--- config.mk ---
export PLATFORM = sky130hd
export DESIGN_NAME = counter_sweep_ctrl
export DESIGN_NICKNAME = d
export VERILOG_FILES = /design/src/rtl/counter_sweep_ctrl.sv
export SDC_FILE = /design/constraint.sdc
export NUM_CORES = 1
export LEC_CHECK = 0
export ABC_AREA = 0
export BUFFER_PORTS_ARGS = -buffer_cell sky130_fd_sc_hd__buf_2
export CAP_MARGIN = 20
export CELL_PAD_IN_SITES_DETAIL_PLACEMENT = 2
export CELL_PAD_IN_SITES_GLOBAL_PLACEMENT = 2
export CORE_MARGIN = 4
export CORE_UTILIZATION = 32
export CTS_CLUSTER_SIZE = 24
export DETAILED_ROUTE_END_ITERATION = 10
export PLACE_DENSITY = 0.8
export SLEW_MARGIN = 20
export SYNTH_ARGS = -nofsm -noshare
export SYNTH_HDL_FRONTEND = slang
export SYNTH_SLANG_ARGS = --single-unit
--- constraint.sdc ---
create_clock -name clk -period 1.9 [get_ports clk]
set_input_delay 0.19 -clock clk [delete_from_list [all_inputs] [get_ports clk]]
set_output_delay 0.19 -clock clk [all_outputs]
set_load 0.05 [all_outputs]
--- src/rtl/counter_sweep_ctrl.sv ---
// Sweep controller: owns an up/down count register and walks it between
// programmed bounds as sawtooth or triangle ramps for a set number of passes.
module counter_sweep_ctrl #(
    parameter int WIDTH  = 4,
    parameter int PASS_W = 4
) (
    input  logic              clk,
    input  logic              rst,
    input  logic              start,
    input  logic [WIDTH-1:0]  lo,
    input  logic [WIDTH-1:0]  hi,
    input  logic              mode,
    input  logic [PASS_W-1:0] passes,
    input  logic              abort,
    output logic [WIDTH-1:0]  bin_count,
    output logic              up_down,
    output logic              count_en,
    output logic              busy,
    output logic              done,
    output logic              err,
    output logic [PASS_W-1:0] pass_cnt
);

    localparam logic [1:0] ST_IDLE = 2'd0;
    localparam logic [1:0] ST_UP   = 2'd1;
    localparam logic [1:0] ST_DOWN = 2'd2;
    localparam logic [1:0] ST_DONE = 2'd3;

    logic [1:0]        state_q,  state_d;
    logic [WIDTH-1:0]  bin_q,    bin_d;
    logic [PASS_W-1:0] pass_q,   pass_d;
    logic [WIDTH-1:0]  lo_q,     lo_d;
    logic [WIDTH-1:0]  hi_q,     hi_d;
    logic              mode_q,   mode_d;
    logic [PASS_W-1:0] passes_q, passes_d;
    logic              err_q,    err_d;
    logic [PASS_W-1:0] pass_inc;
    logic              last_pass;

    assign pass_inc  = pass_q + 1'b1;
    assign last_pass = (pass_inc == passes_q);

    always_comb begin
        state_d  = state_q;
        bin_d    = bin_q;
        pass_d   = pass_q;
        lo_d     = lo_q;
        hi_d     = hi_q;
        mode_d   = mode_q;
        passes_d = passes_q;
        err_d    = 1'b0;
        count_en = 1'b0;
        case (state_q)
            ST_IDLE: begin
                if (start) begin
                    if ((lo <= hi) && (passes != '0)) begin
                        lo_d     = lo;
                        hi_d     = hi;
                        mode_d   = mode;
                        passes_d = passes;
                        bin_d    = lo;
                        pass_d   = '0;
                        state_d  = ST_UP;
                    end else begin
                        err_d = 1'b1;
                    end
                end
            end
            ST_UP: begin
                // abort wins over both counting and pass completion
                if (abort) begin
                    state_d = ST_IDLE;
                end else if (bin_q != hi_q) begin
                    bin_d    = bin_q + 1'b1;
                    count_en = 1'b1;
                end else if (!mode_q) begin
                    pass_d = pass_inc;
                    if (last_pass) begin
                        state_d = ST_DONE;
                    end else begin
                        bin_d = lo_q;
                    end
                end else begin
                    state_d = ST_DOWN;
                end
            end
            ST_DOWN: begin
                if (abort) begin
                    state_d = ST_IDLE;
                end else if (bin_q != lo_q) begin
                    bin_d    = bin_q - 1'b1;
                    count_en = 1'b1;
                end else begin
                    pass_d  = pass_inc;
                    state_d = last_pass ? ST_DONE : ST_UP;
                end
            end
            ST_DONE: begin
                state_d = ST_IDLE;
            end
            default: begin
                state_d = ST_IDLE;
            end
        endcase
    end

    always_ff @(posedge clk or posedge rst) begin
        if (rst) begin
            state_q  <= ST_IDLE;
            bin_q    <= '0;
            pass_q   <= '0;
            lo_q     <= '0;
            hi_q     <= '0;
            mode_q   <= 1'b0;
            passes_q <= '0;
            err_q    <= 1'b0;
        end else begin
            state_q  <= state_d;
            bin_q    <= bin_d;
            pass_q   <= pass_d;
            lo_q     <= lo_d;
            hi_q     <= hi_d;
            mode_q   <= mode_d;
            passes_q <= passes_d;
            err_q    <= err_d;
        end
    end

    assign bin_count = bin_q;
    assign pass_cnt  = pass_q;
    assign up_down   = (state_q != ST_DOWN);
    assign busy      = (state_q == ST_UP) || (state_q == ST_DOWN);
    assign done      = (state_q == ST_DONE);
    assign err       = err_q;

endmodule

==> impl_metrics.env, run 1 <==
export IMPL_grt_max_degree=25
export IMPL_path_clk_slew_ps=100
export IMPL_layout_drive_gt1_share=0.5739
export IMPL_setup_ws_ps=-26.01
export IMPL_port_buffers=29
export IMPL_rrSetupSlack_ps=-30
export IMPL_status="finished, violations left"
export IMPL_seq_area_frac_synth=0.3563
export IMPL_min_delay_path_depth=2
export IMPL_intPower_mw=2.554
export IMPL_static_leakage_power_nw=1.154
export IMPL_vias_per_cell=4.887
export IMPL_slew_limit_headroom=0.7845
export IMPL_fin_skew_ps=4.935
export IMPL_grt_setup_unrepaired="yes"
export IMPL_finalCritPeriodShare=1.014
export IMPL_dp_cells=282
export IMPL_ant_nets=0
export IMPL_start_util=0.3300
export IMPL_min_path_type="input port to flip-flop"
export IMPL_cp_arrival_ps=2100
export IMPL_cts_tree="yes"
export IMPL_final_common_cell="buf_4"
export IMPL_powerDensity_mw_per_mm2=1933
export IMPL_synth_edf_count=0
export IMPL_drv_slew=0
export IMPL_synth_seq_cells=24
export IMPL_hold_ws_ps=138.7
export IMPL_io_pins=30
export IMPL_wirelength_mm=5.655
export IMPL_drt_iter0_markers=27
export IMPL_p_sw_mw=2.194
export IMPL_critPathCaptureType="flip-flop"
export IMPL_antenna_found_initial=0
export IMPL_critPathMaxFanout=3
export IMPL_syn_inst=162
export IMPL_cts_buffers=3
export IMPL_ys_flop_type="dfrtp_1"
export IMPL_hpwl_mm=4.064
export IMPL_p_seq_frac=0.236
export IMPL_fin_nets=259
export IMPL_violations="negative setup slack"
export IMPL_whs_endpoint="mode_q"
export IMPL_worst_ir_drop_vdd_mv=0.7943
export IMPL_synth_area_mm2=0.001685
export IMPL_htree_levels=1
export IMPL_criticalPathCategory="flip-flop to flip-flop"
export IMPL_dieArea_mm2=0.006492
export IMPL_crit_required_ps=2080
export IMPL_grt_pass1_wl_mm=8.769
export IMPL_root_buffer="clkbuf_8"
export IMPL_clk_path_buf_depth=2
export IMPL_ys_warn_count=0
export IMPL_overflow=0
export IMPL_holdCritStartpoint="mode"
export IMPL_r2r_cells=7
export IMPL_start_kind="flip-flop"
export IMPL_swShare=0.4621
export IMPL_synth_cell_type_count=40
export IMPL_areaGrowthSynthToFinish_pct=45.73
export IMPL_cts_sinks=24
export IMPL_final_cell_mix="buf_4 (38), buf_2 (28), dfrtp_1 (15), inv_1 (13), mux2_2 (11)"
export IMPL_post_drt_wl_per_cell_um=18.85
export IMPL_gp_congestion=0.8150
export IMPL_reg2reg_from="pass_cnt[0]"
export IMPL_firstDrtPassIters=2
export IMPL_avgSynthCellArea_um2=10.40
export IMPL_tightest_slew_ps=319.2
export IMPL_fin_cells=300
export IMPL_drc=0
export IMPL_max_freq_ghz=0.5192
export IMPL_coreArea_mm2=0.005107
export IMPL_die_x_um=80.57
export IMPL_r2r_end="bin_count[3]"
export IMPL_syn_nets=190
export IMPL_hold_viol=0
export IMPL_synthArstFlopShare=1.000
export IMPL_die_height_um=80.57
export IMPL_p_total_mw=4.747
export IMPL_clock_latency_ps=280
export IMPL_grt_pass1_vias=1738
export IMPL_grt_use_total=0.1804
export IMPL_combPwrFrac=0.684
export IMPL_power_frac_clock=0.080
export IMPL_final_core_util=0.4809
export IMPL_dpl_cell_area_mm2=0.002176
export IMPL_diodes=0
export IMPL_fill_cells=539
export IMPL_via_count=1466
export IMPL_fin_crit_ps=1926
export IMPL_rows=26
export IMPL_setup_viol=4
export IMPL_fin_area_mm2=0.002456
export IMPL_drv_cap=0
-- how the worst max path moves through the flow --
stage	from	endpoint	slack [ps]	depth (start not counted)
global route	pass_cnt[1]	bin_count[3]	-80	7
global placement	hi[2]	state_q[1]	-180	10
finish	pass_cnt[0]	bin_count[3]	-30	7
floorplan	pass_cnt[0]	bin_count[1]	-150	7
detailed placement	hi[3]	state_q[1]	-290	10
CTS	pass_cnt[0]	bin_count[1]	-40	7
-- state kept, by name, indices dropped and copies added, names as in the netlist --
name and count:
bin_count 4, err 1, hi_q 4, lo_q 4
mode_q 1, pass_cnt 4, passes_q 4, state_q 2
-- synth_stat cells (2+ instances only) --
cell      instances  share of area
a21oi_1           6          0.018
and2_1            2         0.0074
buf_2             4          0.012
clkbuf_1          2         0.0045
dfrtp_1          24           0.36
ha_1             11          0.082
inv_1            15          0.033
mux2_1            5          0.033
mux2_2           11          0.073
mux2i_1           5          0.030
nand2_1           9          0.020
nand2b_1          2         0.0074
nand3_1           4          0.012
nand4_1           2         0.0074
nor2_1           10          0.022
nor3_1            3         0.0089
o2111a_1          2          0.013
o211ai_1          2         0.0089
o21ai_0           4          0.012
o21ai_1           4          0.012
xnor2_1           8          0.042
xnor2_2           4          0.039
xor2_1            6          0.031
-- power by group through the flow --
stage	Sequential [mW]	Combinational [mW]	Clock, mW
6_report	1.12	3.25	0.382
5_1_grt	1.16	3.49	0.415
4_1_cts	1.09	2.99	0.394
3_5_place_dp	1.11	2.73	0
3_3_place_gp	1.08	2.59	0
2_1_floorplan	1.23	1.83	0
-- per-stage QoR --
stage                     TNS, ps  setup WS (ps)
final                      -73.05         -26.01
after global routing       -499.1         -77.54
after CTS                  -152.3         -38.72
after detailed placement    -2987         -285.7
after global placement      -1006         -184.4
after floorplan            -382.5         -148.5
-- logic make-up after synthesis --
logic type               Yosys count  synth area share
AO/OA/AOI/OAI                     27            0.1225
AND/OR/NAND/NOR                   40            0.1418
flip-flops                        24            0.3563
XOR/XNOR                          18            0.1114
multiplexers                      21            0.1366
buffers and inverters             21           0.04974
adder cells (fa/ha/maj)           11           0.08166
-- cell type report --
class | instances | area (µm²) | share of cell area
Inverter | 15 | 60.06 | 0.02445
Timing Repair Buffer | 70 | 473.0 | 0.1926
Multi-Input combinational cell | 117 | 1169 | 0.4758
Clock buffer | 4 | 55.05 | 0.02241
Sequential cell | 24 | 611.8 | 0.2491
Tap cell | 70 | 87.58 | 0.03566
-- timing repair --
action,CTS,global route
buffers inserted,9,5
endpoints found under the hold margin,24,0
hold buffers,1,0
pin swaps,7,10
resized for setup,10,19
setup endpoints to repair,7,12
-- critical path, cell delays in order, from the launching register on --
cell      delay, ps
dfrtp_2         440
ha_4            170
xor2_2          150
xnor2_2         140
or2_1           210
o211ai_1         80
o2111a_2        310
mux2_4          320
-- metal layers --
metal | vias to the layer above | part of all wire | global-route usage
li1 | 695 | - | -
met1 | 740 | 0.38 | 0.1897
met2 | 24 | 0.58 | 0.3626
met3 | 7 | 0.025 | 0.02018
met4 | 0 | 0.016 | 0.06081
met5 | - | 0 | 0
Power figures use the tool's default switching activity.
==> run 2: changes to the inputs <==
CORE_ASPECT_RATIO = 1.1   (was unset)
clock period = 1.6 ns   (was 1.9 ns; I/O delays follow)
==> impl_metrics.env, run 2 (same netlist as run 1, synthesis figures left out) <==
export IMPL_grt_use_total=0.2419
export IMPL_grt_max_degree=25
export IMPL_via_count=1674
export IMPL_dp_slack_ps=-523.5
export IMPL_root_buffer="clkbuf_8"
export IMPL_finalCritPeriodShare=1.258
export IMPL_drv_cap=0
export IMPL_overflow=0
export IMPL_min_delay_path_depth=2
export IMPL_fin_skew_ps=1.142
export IMPL_gp_congestion=0.8369
export IMPL_grt_pass1_vias=2026
export IMPL_tightest_slew_ps=407.7
export IMPL_p_total_mw=6.753
export IMPL_powerDensity_mw_per_mm2=2380
export IMPL_drv_slew=0
export IMPL_max_freq_ghz=0.4967
export IMPL_tns_ps=-6824
export IMPL_setup_ws_ps=-413.3
export IMPL_path_clk_slew_ps=90
export IMPL_fill_cells=494
export IMPL_htree_levels=1
export IMPL_vias_per_cell=5.383
export IMPL_cp_arrival_ps=2200
export IMPL_grt_pass1_wl_mm=11.76
export IMPL_fin_cells=311
export IMPL_final_cell_mix="buf_4 (49), buf_2 (25), mux2_4 (16), dfrtp_1 (16), buf_6 (13)"
export IMPL_firstDrtPassIters=4
export IMPL_start_util=0.3326
export IMPL_cts_tree="yes"
export IMPL_cts_sinks=24
export IMPL_status="finished, violations left"
export IMPL_r2r_cells=7
export IMPL_layout_drive_gt1_share=0.6482
export IMPL_violations="negative setup slack"
export IMPL_static_leakage_power_nw=1.338
export IMPL_clock_latency_ps=280
export IMPL_clk_path_buf_depth=2
export IMPL_hpwl_mm=5.020
export IMPL_die_x_um=77.20
export IMPL_die_height_um=84.12
export IMPL_worst_ir_drop_vdd_mv=1.320
export IMPL_dieArea_mm2=0.006493
export IMPL_grt_setup_unrepaired="yes"
export IMPL_rows=27
export IMPL_fin_nets=282
export IMPL_post_drt_wl_per_cell_um=25.55
export IMPL_ant_nets=0
export IMPL_hold_viol=0
export IMPL_min_path_type="input port to flip-flop"
export IMPL_wirelength_mm=7.947
export IMPL_cts_buffers=3
export IMPL_areaGrowthSynthToFinish_pct=68.37
export IMPL_slew_limit_headroom=0.7282
export IMPL_antenna_found_initial=0
export IMPL_final_common_cell="buf_4"
export IMPL_port_buffers=29
export IMPL_start_kind="flip-flop"
export IMPL_dp_cells=299
export IMPL_io_pins=30
export IMPL_drt_iter0_markers=65
export IMPL_critPathMaxFanout=3
export IMPL_diodes=0
export IMPL_setup_viol=25
export IMPL_fin_crit_ps=2013
export IMPL_coreArea_mm2=0.005067
export IMPL_critPathCaptureType="flip-flop"
export IMPL_crit_required_ps=1780
export IMPL_drc=0
export IMPL_criticalPathCategory="flip-flop to flip-flop"
==> run 2: changes by cell type in the layout (fill, tap and decap cells not counted), sizes merged <==
cell / before / now
buf: 69 / 92
==> run 2: critical path, stage by stage (launching register included) <==
cell and delay, ps:
dfrtp_2 440, ha_4 260, xor2_2 160, nor3_2 320, nand2_1 180, a21oi_4 200, buf_6 120, mux2i_1 240
==> run 2: final timing paths <==
| kind | slack, ps | start | end |
|---|---|---|---|
| min reg2reg | 570 | passes_q[0] | passes_q[0] |
| max reg2reg | -410 | pass_cnt[1] | state_q[0] |
| min | 130 | mode | mode_q |
| max | -410 | pass_cnt[1] | state_q[0] |
| min in group asynchronous | 490 | rst | passes_q[2] |
| max in group asynchronous | 830 | rst | bin_count[3] |
==> run 2: metrics by stage <==
step,area (µm²),hold WS [ps],util
2_1_floorplan,1891,174.1,-
3_3_place_gp,2490,226.0,0.4914
3_5_place_dp,2490,240.1,0.4914
4_1_cts,2766,107.3,0.5459
5_1_grt,2838,115.6,0.5600
6_report,2838,133.6,0.5600
==> run 2: layout make-up <==
cell class	instances	area [µm²]	share of cell area
multi-input combinational	117	1303	0.4590
sequential	24	610.6	0.2152
clock buffer	4	55.05	0.01940
timing repair buffer	93	734.5	0.2588
tap	58	72.57	0.02557
inverter	15	62.56	0.02205
==> run 2: power breakdown <==
| part | total (mW) | internal, mW | switching, mW |
|---|---|---|---|
| Combinational | 4.96 | 2.55 | 2.42 |
| Clock | 0.444 | 0.221 | 0.223 |
| Sequential | 1.35 | 0.908 | 0.438 |
==> run 2: timing repair <==
action | CTS | global route
pin swaps | 18 | 7
gates resized for setup | 46 | 12
setup buffers | 5 | 4
setup endpoints to repair | 26 | 27
cloned | 0 | 0
hold buffers | 1 | 0
endpoints found under the hold margin | 24 | 0
==> run 2: per-layer routing <==
layer / routed length (µm) / part of all wire / up-vias / track usage
li1: - / - / 742 / -
met1: 2690 / 0.34 / 858 / 0.2403
met2: 4719 / 0.59 / 50 / 0.4878
met3: 228 / 0.029 / 24 / 0.03024
met4: 308 / 0.039 / 0 / 0.1068
met5: 0 / 0 / - / 0
==> run 3: changes to the inputs <==
TNS_END_PERCENT = 50   (was unset)
==> impl_metrics.env, run 3 (same netlist as run 1, synthesis figures left out) <==
export IMPL_fill_cells=512
export IMPL_worst_ir_drop_vdd_mv=1.138
export IMPL_gp_congestion=0.8661
export IMPL_rows=27
export IMPL_antenna_found_initial=0
export IMPL_slew_limit_headroom=0.7415
export IMPL_cts_tree="yes"
export IMPL_coreArea_mm2=0.005067
export IMPL_finalCritPeriodShare=1.262
export IMPL_drc=0
export IMPL_static_leakage_power_nw=1.317
export IMPL_grt_setup_unrepaired="yes"
export IMPL_dp_cells=292
export IMPL_fin_nets=282
export IMPL_r2r_end="state_q[1]"
export IMPL_areaGrowthSynthToFinish_pct=65.26
export IMPL_hpwl_mm=4.989
export IMPL_max_freq_ghz=0.4952
export IMPL_tightest_slew_ps=386.5
export IMPL_dpl_cell_area_mm2=0.002396
export IMPL_layout_drive_gt1_share=0.6561
export IMPL_drv_slew=0
export IMPL_crit_required_ps=1770
export IMPL_setup_ws_ps=-419.4
export IMPL_wirelength_mm=7.205
export IMPL_clk_path_buf_depth=2
export IMPL_grt_max_degree=25
export IMPL_reg2reg_from="state_q[1]"
export IMPL_status="finished, violations left"
export IMPL_holdCritStartpoint="mode"
export IMPL_p_total_mw=6.467
export IMPL_fin_crit_ps=2019
export IMPL_multiInputGateArea_mm2=0.001280
export IMPL_overflow=0
export IMPL_firstDrtPassIters=4
export IMPL_via_count=1651
export IMPL_path_clk_slew_ps=100
export IMPL_grt_pass1_wl_mm=10.56
export IMPL_dieArea_mm2=0.006493
export IMPL_start_util=0.3326
export IMPL_ant_nets=0
export IMPL_final_common_cell="buf_4"
export IMPL_grt_pass1_vias=1929
export IMPL_min_delay_path_depth=2
export IMPL_drv_cap=0
export IMPL_powerDensity_mw_per_mm2=2322
export IMPL_min_path_type="input port to flip-flop"
export IMPL_vias_per_cell=5.309
export IMPL_diodes=0
export IMPL_clock_latency_ps=290
export IMPL_die_height_um=84.12
export IMPL_die_x_um=77.20
export IMPL_critPathCaptureType="flip-flop"
export IMPL_rrSetupSlack_ps=-420
export IMPL_start_kind="flip-flop"
export IMPL_r2r_cells=9
export IMPL_io_pins=30
export IMPL_cts_sinks=24
export IMPL_cts_buffers=3
export IMPL_critPathMaxFanout=3
export IMPL_violations="negative setup slack"
export IMPL_port_buffers=29
export IMPL_final_cell_mix="buf_4 (54), buf_2 (25), dfrtp_1 (17), inv_1 (11), buf_6 (10)"
export IMPL_setup_viol=27
export IMPL_grt_use_total=0.2109
export IMPL_fin_cells=311
export IMPL_crit_path_end="state_q[1]"
export IMPL_htree_levels=1
export IMPL_root_buffer="clkbuf_8"
export IMPL_fin_area_mm2=0.002785
export IMPL_hold_viol=0
export IMPL_fin_skew_ps=10.13
export IMPL_drt_iter0_markers=55
export IMPL_regArea_um2=609.3
export IMPL_cp_arrival_ps=2190
export IMPL_criticalPathCategory="flip-flop to flip-flop"
export IMPL_cp_startpoint="state_q[1]"
export IMPL_post_drt_wl_per_cell_um=23.17
## run 3: cell counts in the layout (fill, tap and decap cells not counted)
No cell type changed its count.
## run 3: stage by stage
stage / utilization / setup slack (ps) / setup TNS (ps) / hold WS (ps)
floorplan: - / -448.5 / -4315 / 174.1
global placement: 0.4728 / -394.0 / -5389 / 225.9
detailed placement: 0.4728 / -506.4 / -8197 / 246.6
CTS: 0.5220 / -372.7 / -4937 / 109.7
global route: 0.5496 / -499.4 / -7181 / 112.6
finish: 0.5496 / -419.4 / -5053 / 127.7
## run 3: metal layers
metal,part of all wire,global-route usage,wire [µm],vias to the layer above
met2,0.57,0.4368,4110,38
met1,0.37,0.2120,2664,845
met3,0.022,0.02484,160,21
met5,0,0,0,-
met4,0.037,0.06634,269,0
li1,-,-,-,747
## run 3: where the power goes
part / internal (mW) / leakage, nW / total, mW / switching, mW
registers: 0.907 / 0.286 / 1.30 / 0.397
clock network: 0.221 / 0.0288 / 0.447 / 0.226
logic: 2.40 / 1.00 / 4.72 / 2.32
## run 3: cell type report
cell class                 count  area share
multi-input combinational    117      0.4596
tap                           58     0.02606
clock buffer                   4     0.01977
timing repair buffer          93      0.2543
sequential                    24      0.2188
inverter                      15     0.02156
## run 3: what timing repair did
| action | 4_1_cts | 5_1_grt |
|---|---|---|
| endpoints found under the hold margin | 24 | 0 |
| cloned | 0 | 0 |
| pin swaps | 16 | 13 |
| endpoints found under the setup margin | 26 | 27 |
| hold buffers | 1 | 0 |
| buffers inserted | 8 | 7 |
| gates resized for setup | 30 | 23 |
## run 3: worst min-delay path by stage
stage,end,slack (ps)
floorplan,err,170
global placement,passes_q[3],230
detailed placement,mode_q,250
CTS,mode_q,110
global route,mode_q,110
finish,mode_q,130
## run 3: critical path, stage by stage (launching register included)
cell and delay [ps]:
dfrtp_1 460, buf_6 150, ha_4 160, clkinvlp_4 100, nor2_4 50, a32o_2 240
buf_6 120, nand2b_4 140, a21oi_4 160, mux2_4 330
